<file path="src/rtl/stage_4_mem.sv">
// Memory-access stage and MEM/WB pipeline register: issues data-bus loads/stores,
// aligns and extends load data, stalls upstream while a bus access is outstanding.
module stage_4_mem #(
    parameter int unsigned TIMEOUT = 64
) (
    input  logic        cpu_clk,
    input  logic        reset_n,
    input  logic        enb_4,
    input  logic [31:0] ALU_OUT_rg3,
    input  logic [31:0] data_R2_rg3,
    input  logic        RWBEn_rg3,
    input  logic        MEMRW_rg3,
    input  logic [2:0]  func_3_rg3,
    input  logic [4:0]  rd_rg3,
    input  logic [1:0]  WBSel_rg3,
    input  logic [31:0] count_rg3,
    input  logic [31:0] instt3,
    output logic        dbus_valid,
    output logic        dbus_we,
    output logic [31:0] dbus_addr,
    output logic [31:0] dbus_wdata,
    output logic [3:0]  dbus_be,
    input  logic        dbus_ready,
    input  logic        dbus_rvalid,
    input  logic [31:0] dbus_rdata,
    output logic        stall_mem,
    output logic [31:0] ALU_OUT_rg4,
    output logic [31:0] load_data_rg4,
    output logic [31:0] count_rg4,
    output logic [31:0] instt4,
    output logic [4:0]  rd_rg4,
    output logic [1:0]  WBSel_rg4,
    output logic        RWBEn_rg4,
    output logic        misalign_rg4,
    output logic        bus_err_rg4
);

    localparam int unsigned CNT_W = $clog2(TIMEOUT);

    typedef enum logic [1:0] {IDLE, REQ, RESP} state_t;

    state_t             state, state_nxt;
    logic [CNT_W-1:0]   cnt;
    logic               mem_op, misalign, bad_op, good_op;
    logic               commit, abort, timed_out;
    logic [31:0]        issue_wdata;
    logic [3:0]         issue_be;
    logic               req_we;
    logic [31:0]        req_addr, req_wdata;
    logic [3:0]         req_be;
    logic [2:0]         ld_f3;
    logic [1:0]         ld_lo;
    logic [7:0]         ld_byte;
    logic [15:0]        ld_half;
    logic [31:0]        ld_ext;

    // Operation decode, alignment check and store lane replication
    always_comb begin
        mem_op = enb_4 & (MEMRW_rg3 | (WBSel_rg3 == 2'b10));
        case (func_3_rg3)
            3'b000, 3'b100: misalign = 1'b0;
            3'b001, 3'b101: misalign = ALU_OUT_rg3[0];
            3'b010:         misalign = |ALU_OUT_rg3[1:0];
            default:        misalign = 1'b1;
        endcase
        bad_op  = mem_op & misalign;
        good_op = mem_op & ~misalign;

        issue_be    = 4'b1111;
        issue_wdata = data_R2_rg3;
        if (MEMRW_rg3) begin
            case (func_3_rg3[1:0])
                2'b00: begin
                    issue_be    = 4'(4'b0001 << ALU_OUT_rg3[1:0]);
                    issue_wdata = {4{data_R2_rg3[7:0]}};
                end
                2'b01: begin
                    issue_be    = ALU_OUT_rg3[1] ? 4'b1100 : 4'b0011;
                    issue_wdata = {2{data_R2_rg3[15:0]}};
                end
                default: begin
                    issue_be    = 4'b1111;
                    issue_wdata = data_R2_rg3;
                end
            endcase
        end
    end

    always_ff @(posedge cpu_clk) begin
        if (!reset_n) state <= IDLE;
        else          state <= state_nxt;
    end

    // Next state, bus request and stall; IDLE drives straight from the inputs
    always_comb begin
        state_nxt  = state;
        commit     = 1'b0;
        abort      = 1'b0;
        stall_mem  = 1'b0;
        dbus_valid = 1'b0;
        dbus_we    = req_we;
        dbus_addr  = req_addr;
        dbus_wdata = req_wdata;
        dbus_be    = req_be;
        timed_out  = (cnt == CNT_W'(TIMEOUT - 1));
        case (state)
            IDLE: begin
                dbus_we    = MEMRW_rg3;
                dbus_addr  = {ALU_OUT_rg3[31:2], 2'b00};
                dbus_wdata = issue_wdata;
                dbus_be    = issue_be;
                if (good_op) begin
                    dbus_valid = 1'b1;
                    if (dbus_ready && MEMRW_rg3) begin
                        commit = 1'b1;
                    end else begin
                        state_nxt = dbus_ready ? RESP : REQ;
                        stall_mem = 1'b1;
                    end
                end
            end
            REQ: begin
                dbus_valid = 1'b1;
                stall_mem  = 1'b1;
                if (dbus_ready) begin
                    if (req_we) begin
                        state_nxt = IDLE;
                        commit    = 1'b1;
                        stall_mem = 1'b0;
                    end else begin
                        state_nxt = RESP;
                    end
                end else if (timed_out) begin
                    state_nxt = IDLE;
                    commit    = 1'b1;
                    abort     = 1'b1;
                    stall_mem = 1'b0;
                end
            end
            RESP: begin
                stall_mem = 1'b1;
                if (dbus_rvalid || timed_out) begin
                    state_nxt = IDLE;
                    commit    = 1'b1;
                    abort     = ~dbus_rvalid;
                    stall_mem = 1'b0;
                end
            end
            default: state_nxt = IDLE;
        endcase
        if (!reset_n) begin
            state_nxt  = IDLE;
            commit     = 1'b0;
            abort      = 1'b0;
            stall_mem  = 1'b0;
            dbus_valid = 1'b0;
        end
    end

    // Timeout counter: restarts on every state change, counts while waiting
    always_ff @(posedge cpu_clk) begin
        if (!reset_n || state_nxt != state || state_nxt == IDLE) cnt <= '0;
        else                                                     cnt <= cnt + CNT_W'(1);
    end

    // Request and load-format capture when leaving IDLE
    always_ff @(posedge cpu_clk) begin
        if (!reset_n) begin
            req_we    <= 1'b0;
            req_addr  <= '0;
            req_wdata <= '0;
            req_be    <= '0;
            ld_f3     <= '0;
            ld_lo     <= '0;
        end else if (state == IDLE && state_nxt != IDLE) begin
            req_we    <= MEMRW_rg3;
            req_addr  <= {ALU_OUT_rg3[31:2], 2'b00};
            req_wdata <= issue_wdata;
            req_be    <= issue_be;
            ld_f3     <= func_3_rg3;
            ld_lo     <= ALU_OUT_rg3[1:0];
        end
    end

    // Load lane select and sign/zero extension
    always_comb begin
        case (ld_lo)
            2'd0:    ld_byte = dbus_rdata[7:0];
            2'd1:    ld_byte = dbus_rdata[15:8];
            2'd2:    ld_byte = dbus_rdata[23:16];
            default: ld_byte = dbus_rdata[31:24];
        endcase
        ld_half = ld_lo[1] ? dbus_rdata[31:16] : dbus_rdata[15:0];
        case (ld_f3)
            3'b000:  ld_ext = {{24{ld_byte[7]}}, ld_byte};
            3'b001:  ld_ext = {{16{ld_half[15]}}, ld_half};
            3'b100:  ld_ext = {24'd0, ld_byte};
            3'b101:  ld_ext = {16'd0, ld_half};
            default: ld_ext = dbus_rdata;
        endcase
    end

    // MEM/WB register; stalls and disabled cycles insert a bubble carrying the PC
    always_ff @(posedge cpu_clk) begin
        if (!reset_n) begin
            ALU_OUT_rg4   <= '0;
            load_data_rg4 <= '0;
            count_rg4     <= '0;
            instt4        <= '0;
            rd_rg4        <= '0;
            WBSel_rg4     <= '0;
            RWBEn_rg4     <= 1'b0;
            misalign_rg4  <= 1'b0;
            bus_err_rg4   <= 1'b0;
        end else if (stall_mem || (!commit && !enb_4)) begin
            ALU_OUT_rg4   <= '0;
            load_data_rg4 <= '0;
            count_rg4     <= count_rg3;
            instt4        <= '0;
            rd_rg4        <= '0;
            WBSel_rg4     <= '0;
            RWBEn_rg4     <= 1'b0;
            misalign_rg4  <= 1'b0;
            bus_err_rg4   <= 1'b0;
        end else begin
            ALU_OUT_rg4   <= ALU_OUT_rg3;
            load_data_rg4 <= (commit && !abort && state == RESP) ? ld_ext : 32'd0;
            count_rg4     <= count_rg3;
            instt4        <= instt3;
            rd_rg4        <= rd_rg3;
            WBSel_rg4     <= WBSel_rg3;
            RWBEn_rg4     <= RWBEn_rg3 & ~abort & ~(bad_op & ~commit);
            misalign_rg4  <= bad_op & ~commit;
            bus_err_rg4   <= abort;
        end
    end

endmodule

</file>
<file path="config.mk">
export PLATFORM = sky130hd
export DESIGN_NAME = stage_4_mem
export DESIGN_NICKNAME = d
export VERILOG_FILES = /design/src/rtl/stage_4_mem.sv
export SDC_FILE = /design/constraint.sdc
export NUM_CORES = 1
export LEC_CHECK = 0
export CAP_MARGIN = 20
export CORE_MARGIN = 5
export CORE_UTILIZATION = 43
export CTS_BUF_LIST = sky130_fd_sc_hd__clkbuf_4 sky130_fd_sc_hd__clkbuf_8
export DETAILED_ROUTE_END_ITERATION = 16
export MAX_ROUTING_LAYER = met4
export PLACE_DENSITY_LB_ADDON = 0.25
export RECOVER_POWER = 100
export SLEW_MARGIN = 15
export SYNTH_ARGS = -nofsm -noshare
export SYNTH_HDL_FRONTEND = slang
export SYNTH_SLANG_ARGS = --single-unit
</file>
<file path="constraint.sdc">
create_clock -name cpu_clk -period 2.86 [get_ports cpu_clk]
set_input_delay 0.572 -clock cpu_clk [delete_from_list [all_inputs] [get_ports cpu_clk]]
set_output_delay 0.572 -clock cpu_clk [all_outputs]
set_load 0.02 [all_outputs]
</file>
* Word level (Yosys, flattened, before mapping)
Index checks and enable logic that the tools add are counted.
** Storage, ports and cells
- Bits in registers :: 218
- Bits in latches :: 0
- RAM bits :: 0
- Bits in read-only memories :: 0
- Input port bits :: 177
- Output and inout bits :: 209
- Logic and storage cells :: 118
- Memories :: 0
** Operators by class
- $add $sub $neg :: 1
- Multiply operators :: 0
- Divide/modulo/power cells :: 0
- Magnitude comparators :: 0
- Equality and inequality tests :: 15
- Shift operators :: 1
- Multiplexer cells :: 45
- Bitwise logic cells :: 14
- Reductions and logical operators :: 25
** Operators with widths (number)
- $pmux W32 S4 :: 1
- $mux W32 :: 3
- $pmux W32 S2 :: 1
- $pmux W8 S3 :: 1
- $mux W1 :: 20
- $mux W16 :: 1
- $mux W2 :: 8
- $eq A3 B3 Y1 const B :: 4
- $mux W4 :: 3
- $pmux W1 S3 :: 3
- $logic_not A2 Y1 :: 4
- $pmux W4 S2 :: 1
- $reduce_or A2 Y1 :: 4
- $not A1 Y1 :: 7
- $add A6 B1 Y6 const B :: 1
- $and A1 B1 Y1 :: 6
- $eq A2 B1 Y1 const B :: 3
- $eq A2 B2 Y1 const B :: 3
- $eq A3 B1 Y1 const B :: 2
- $eq A6 B6 Y1 const B :: 1
- $logic_not A3 Y1 :: 2
- $pmux W2 S3 :: 1
- $logic_and A1 B1 Y1 :: 5
- $logic_not A1 Y1 :: 4
- other kinds (8) :: 12

* Logic depth before layout (Yosys ltp)
- Depth in word-level cells :: 12
- Gate-level depth with buffers :: 10
- Mapped depth without buffers :: 8

* Least setup slack after synthesis
No wires, ideal clock.
- Path kind :: flip-flop to output port
- Start point :: register state[0]
- End point :: output dbus_wdata[14]
- Arrival time :: 1.948 ns
- Required time :: 2.288 ns
- Setup slack :: 0.340 ns
- Stages on the path, launching flop included :: 8
- Path buffers :: 3
- Path through :: dfxtp_1 inv_1 ha_1 clkbuf_1 buf_1 clkbuf_1 nor2_1 a21oi_1
** On the way
- Longest elaborated chain between the ends :: 2
** RTL lines
- start, declared :: line 42 : state_t state, state_nxt;
- start signal, assigned :: line 91 : else state <= state_nxt;
- $logic_not A2 Y1 :: line 106 : case (state)
- $mux W32 :: line 106
- end, declared :: line 21 : output logic [31:0] dbus_wdata,
No other way between the ends.

* Worst setup path after layout
- Start point :: input func_3_rg3[1]
- End point :: output dbus_wdata[10]
** On the way
- Longest elaborated chain between the ends :: 4
** RTL lines
- start, declared :: line 13 : input logic [2:0] func_3_rg3,
- $eq A2 B1 Y1 / $logic_not A2 Y1 (equally long branches) :: line 72 : case (func_3_rg3[1:0])
- $pmux W32 S2 (*) :: line 72
- $mux W32 (*) :: line 71 : if (MEMRW_rg3) begin
- $mux W32 (*) :: line 106
Mark *: on every way between the ends. The rest lies on a longest branch, timed or not.

==> results list <==
- In this run the horizontal extent of the chip is 152 um.
- The routed layout has 8479 vias.
* Height of the die: 152 um
- All-Layer GR Usage: 26.3%
* Final period utilization: 101%
* Most congested layer reported by global routing: met2
* Total count of max-transition violations in the final report: 0
- The cell sitting at the root of the clock tree is a clkbuf_8.
- The congestion estimate from routability-driven global placement came to 0.921.
- Biggest area contributors in the synthesized netlist: dfxtp_1, and2_1, o21ai_0
- Max-slew headroom at the worst pin: 55.7%
- Slew @ Worst Pin: 0.663 ns
- Worst Path Class, Setup: input pin to primary output
* Detailed Place HPWL: 23000 um
* Worst setup timing slack at the placement stage: -0.366 ns
- Buffer levels on the longest clock path: 3
* Via density per instance: 5.07
* Sink Count: 218
- Unrepaired setup endpoints after global routing: true
* Failing checks: negative setup slack
* Proportion of synthesized flip-flops having asynchronous set or reset: 0%
- Antenna violations before repair: 2
* Global-route track usage on met1: 29.0%
- The count of nets left with antenna violations once routing finished came out at 0.
- Mean post-synth cell area: 9.29 um^2
- Clock latency on the worst-skew pair, taken at its later pin, is 0.52 ns.
* CP endpoint kind: primary output
- After technology mapping, the gate count stands at 933.
- Worst supply voltage drop on vdd: 0.308 mV
* Iteration-0 DRC count of the detailed router: 502
* Ordered list of cells on the worst path: clkdlybuf4s50_1, nand2b_4, nor2_4, buf_4, mux2i_1, a21oi_1, dlygate4sd2_1
- First-pass GRT wire length: 48100 um
- In the global route stage, met3 resource usage came out at 7.05%.
- Worst Path Max Fanout: 4
- STA puts the critical path data arrival time at 2.31 ns.
* Share of layout cells above drive strength 1: 17.7%
- The die covers 0.0231 mm^2.
- The routed design has 30700 um of wire.
- Total power per unit cell area: 556 mW/mm^2
- After clock tree synthesis, the clock-pin slew on the worst setup and hold paths is 0.06 ns.
- In the final design database the tool counted 1560 nets.
* Cell with the most instances after synthesis: dfxtp_1
- For this run, the number of Yosys warnings is 0.
- The number of hold-slack violations in the final timing report was 0.
* Setup violations, final: 1
- The cell area that synthesis handed to floorplanning was 0.00867 mm^2.
* CTS buffer count: 37
* Cell row count: 52
- Portion of synthesized cell area occupied by the leading cell type: 50.3%
- After detailed routing, the number of remaining DRC violations is 0.
- Maximum level of the CTS H-tree: 2
- Leakage power: 5.62 nW
* Type of the worst min-delay path: register to register
- In this run, synthesis inferred 0 flip-flops with an integrated enable.
- For the final database, setup skew stands at 0.0243 ns.
- Met2 demand-to-capacity share in global routing: 45.3%
- Buffers placed on the I/O ports in this run total 383.
- Sequential cells were found to cover 50.3% of the synthesized design area.
* Slowest-stage cell, CP: clkdlybuf4s50_1
* Largest net degree at the start of global routing: 54
- Synth-to-layout area growth: 62.8%
* Placeable core area: 0.0200 mm^2
- Via count of the first global-routing pass: 8634
* Distinct cell type count after synthesis: 51
- The synthesized design contains 218 register bits.
- Counting instances in the post-synthesis netlist gives the leading cell types as dfxtp_1, o21ai_0, and2_1.
* Maxcap violations: 0
- In this design, the stage delay of the slowest critical-path cell is 0.48 ns.
- For the worst setup path, the data required time is 2.29 ns.
* Detailed-route wire length per cell: 18.4 um
- The run finished, with violations left.
* Total power of the final layout: 7.84 mW
* Clock tree from TritonCTS: done
- Initial standard-cell utilization of the core: 43.3%
- The most used flip-flop cell after synthesis is dfxtp_1.
- Highest clock frequency the design can meet: 347 MHz
- The synthesized design spends more area on one cell type than any other, namely dfxtp_1.
* First drt pass iteration count: 7
- Subtracting the final worst setup slack from the clock period gives 2.89 ns.
- Across all setup checks in the final design, the least slack found is -0.0251 ns.
* Sort of element at the start of the critical path: input pin
* Overflow left after global routing: 0
- 386 I/O pins were placed.
-- routing by layer --
metal  share of wire (%)  up-vias
li1                    -     4103
met5                   0        -
met4                 3.7        0
met2                  50      351
met3                 7.1       75
met1                  39     3950
-- path summary, 6_finish.rpt --
| kind | startpoint | depth (start not counted) | slack (ns) | end |
|---|---|---|---|---|
| worst min register to register | req_wdata[7] | 2 | 0.45 | req_wdata[7] |
| worst max register to register | state[0] | 9 | 0.49 | req_wdata[21] |
| worst max-delay path | func_3_rg3[1] | 7 | -0.03 | dbus_wdata[10] |
| worst min-delay path | req_wdata[7] | 2 | 0.45 | req_wdata[7] |
-- cells in the final DEF (no fill, tap or decap), types with 3 or more instances in the layout --
cell,synthesis,routed
clkdlybuf4s15_2,0,3
nand2b_1,9,8
and2_0,0,13
a221oi_1,8,8
buf_12,0,8
clkdlybuf4s50_1,0,310
nor2b_1,4,4
o211ai_1,10,10
a21oi_1,54,54
dlygate4sd2_1,0,62
mux2i_2,0,5
nor2_1,47,46
and2_1,105,92
inv_1,16,15
clkbuf_8,0,45
clkbuf_4,0,10
clkinv_2,0,4
a31oi_1,4,4
a211oi_1,3,3
nor4_1,5,5
nor3_1,29,29
o21ai_1,3,5
dfxtp_1,218,217
buf_4,3,82
o21ai_0,113,111
nand3_1,6,6
ha_1,5,3
nand2_1,92,92
a211oi_2,18,18
mux2_2,48,48
mux2i_1,30,25
xnor2_1,3,3
buf_6,2,3
o21bai_1,4,4
o22ai_1,6,6
clkdlybuf4s15_1,0,3
-- area by class of cell --
cell class / count / area, um^2
multi-input combinational: 629 / 4030
inverter: 17 / 63.8
clock buffer: 55 / 694
antenna: 2 / 5.00
tap: 270 / 338
timing repair buffer: 475 / 4550
fill: 1577 / 5920
clock inverter: 7 / 67.6
sequential: 218 / 4370
-- stage by stage --
stage / hold slack [ns] / util (%) / TNS [ns] / cells / cell area (um^2)
floorplan: 0.426 / - / 0 / 934 / 8670
global placement: 0.435 / 66.4 / -6.23 / 1604 / 13300
detailed placement: 0.442 / 66.4 / -11.00 / 1604 / 13300
CTS: 0.452 / 70.0 / 0 / 1669 / 14000
global route: 0.466 / 70.4 / -0.172 / 1673 / 14100
finish: 0.451 / 70.4 / -0.0251 / 1673 / 14100
-- worst max-delay path, delay by kind of cell --
kind                   cells  cell delay (ns)
buffers and inverters      3             0.99
AND/OR/NAND/NOR            2             0.34
multiplexers               1             0.28
AO/OA/AOI/OAI              1             0.13
-- state kept, by name (all words and copies together), names as in the netlist --
register / count
rd_rg4: 5
req_we: 1
ld_lo: 2
req_wdata: 32
ALU_OUT_rg4: 32
state: 2
cnt: 6
req_addr: 30
load_data_rg4: 32
misalign_rg4: 1
RWBEn_rg4: 1
req_be: 4
count_rg4: 32
bus_err_rg4: 1
instt4: 32
ld_f3: 3
WBSel_rg4: 2
-- repair_timing --
action / in CTS / in global routing
pin swaps: 0 / 1
resized for setup: 83 / 17
hold buffers: 0 / 0
setup endpoints to repair: 68 / 46
buffers inserted: 3 / 2
-- report_power, final --
group | total (mW) | switching, mW | internal, mW | leakage [nW]
Combinational | 1.70 | 0.870 | 0.826 | 3.43
Clock | 2.85 | 1.21 | 1.64 | 0.408
Sequential | 3.30 | 0.0832 | 3.21 | 1.78
-- cell families (layout without fill, tap and decap cells) --
group	Yosys count	count (layout)	share of synthesized area, %
AND/OR/NAND/NOR	303	303	17.5
AO/OA/AOI/OAI	237	237	17.1
flip-flops	218	218	50.3
buffers and inverters	87	554	4.20
multiplexers	78	78	9.70
adder cells (fa/ha/maj)	5	5	0.722
XOR/XNOR	4	4	0.404
other	1	4	0.0433
(Power assumes the default switching activity.)
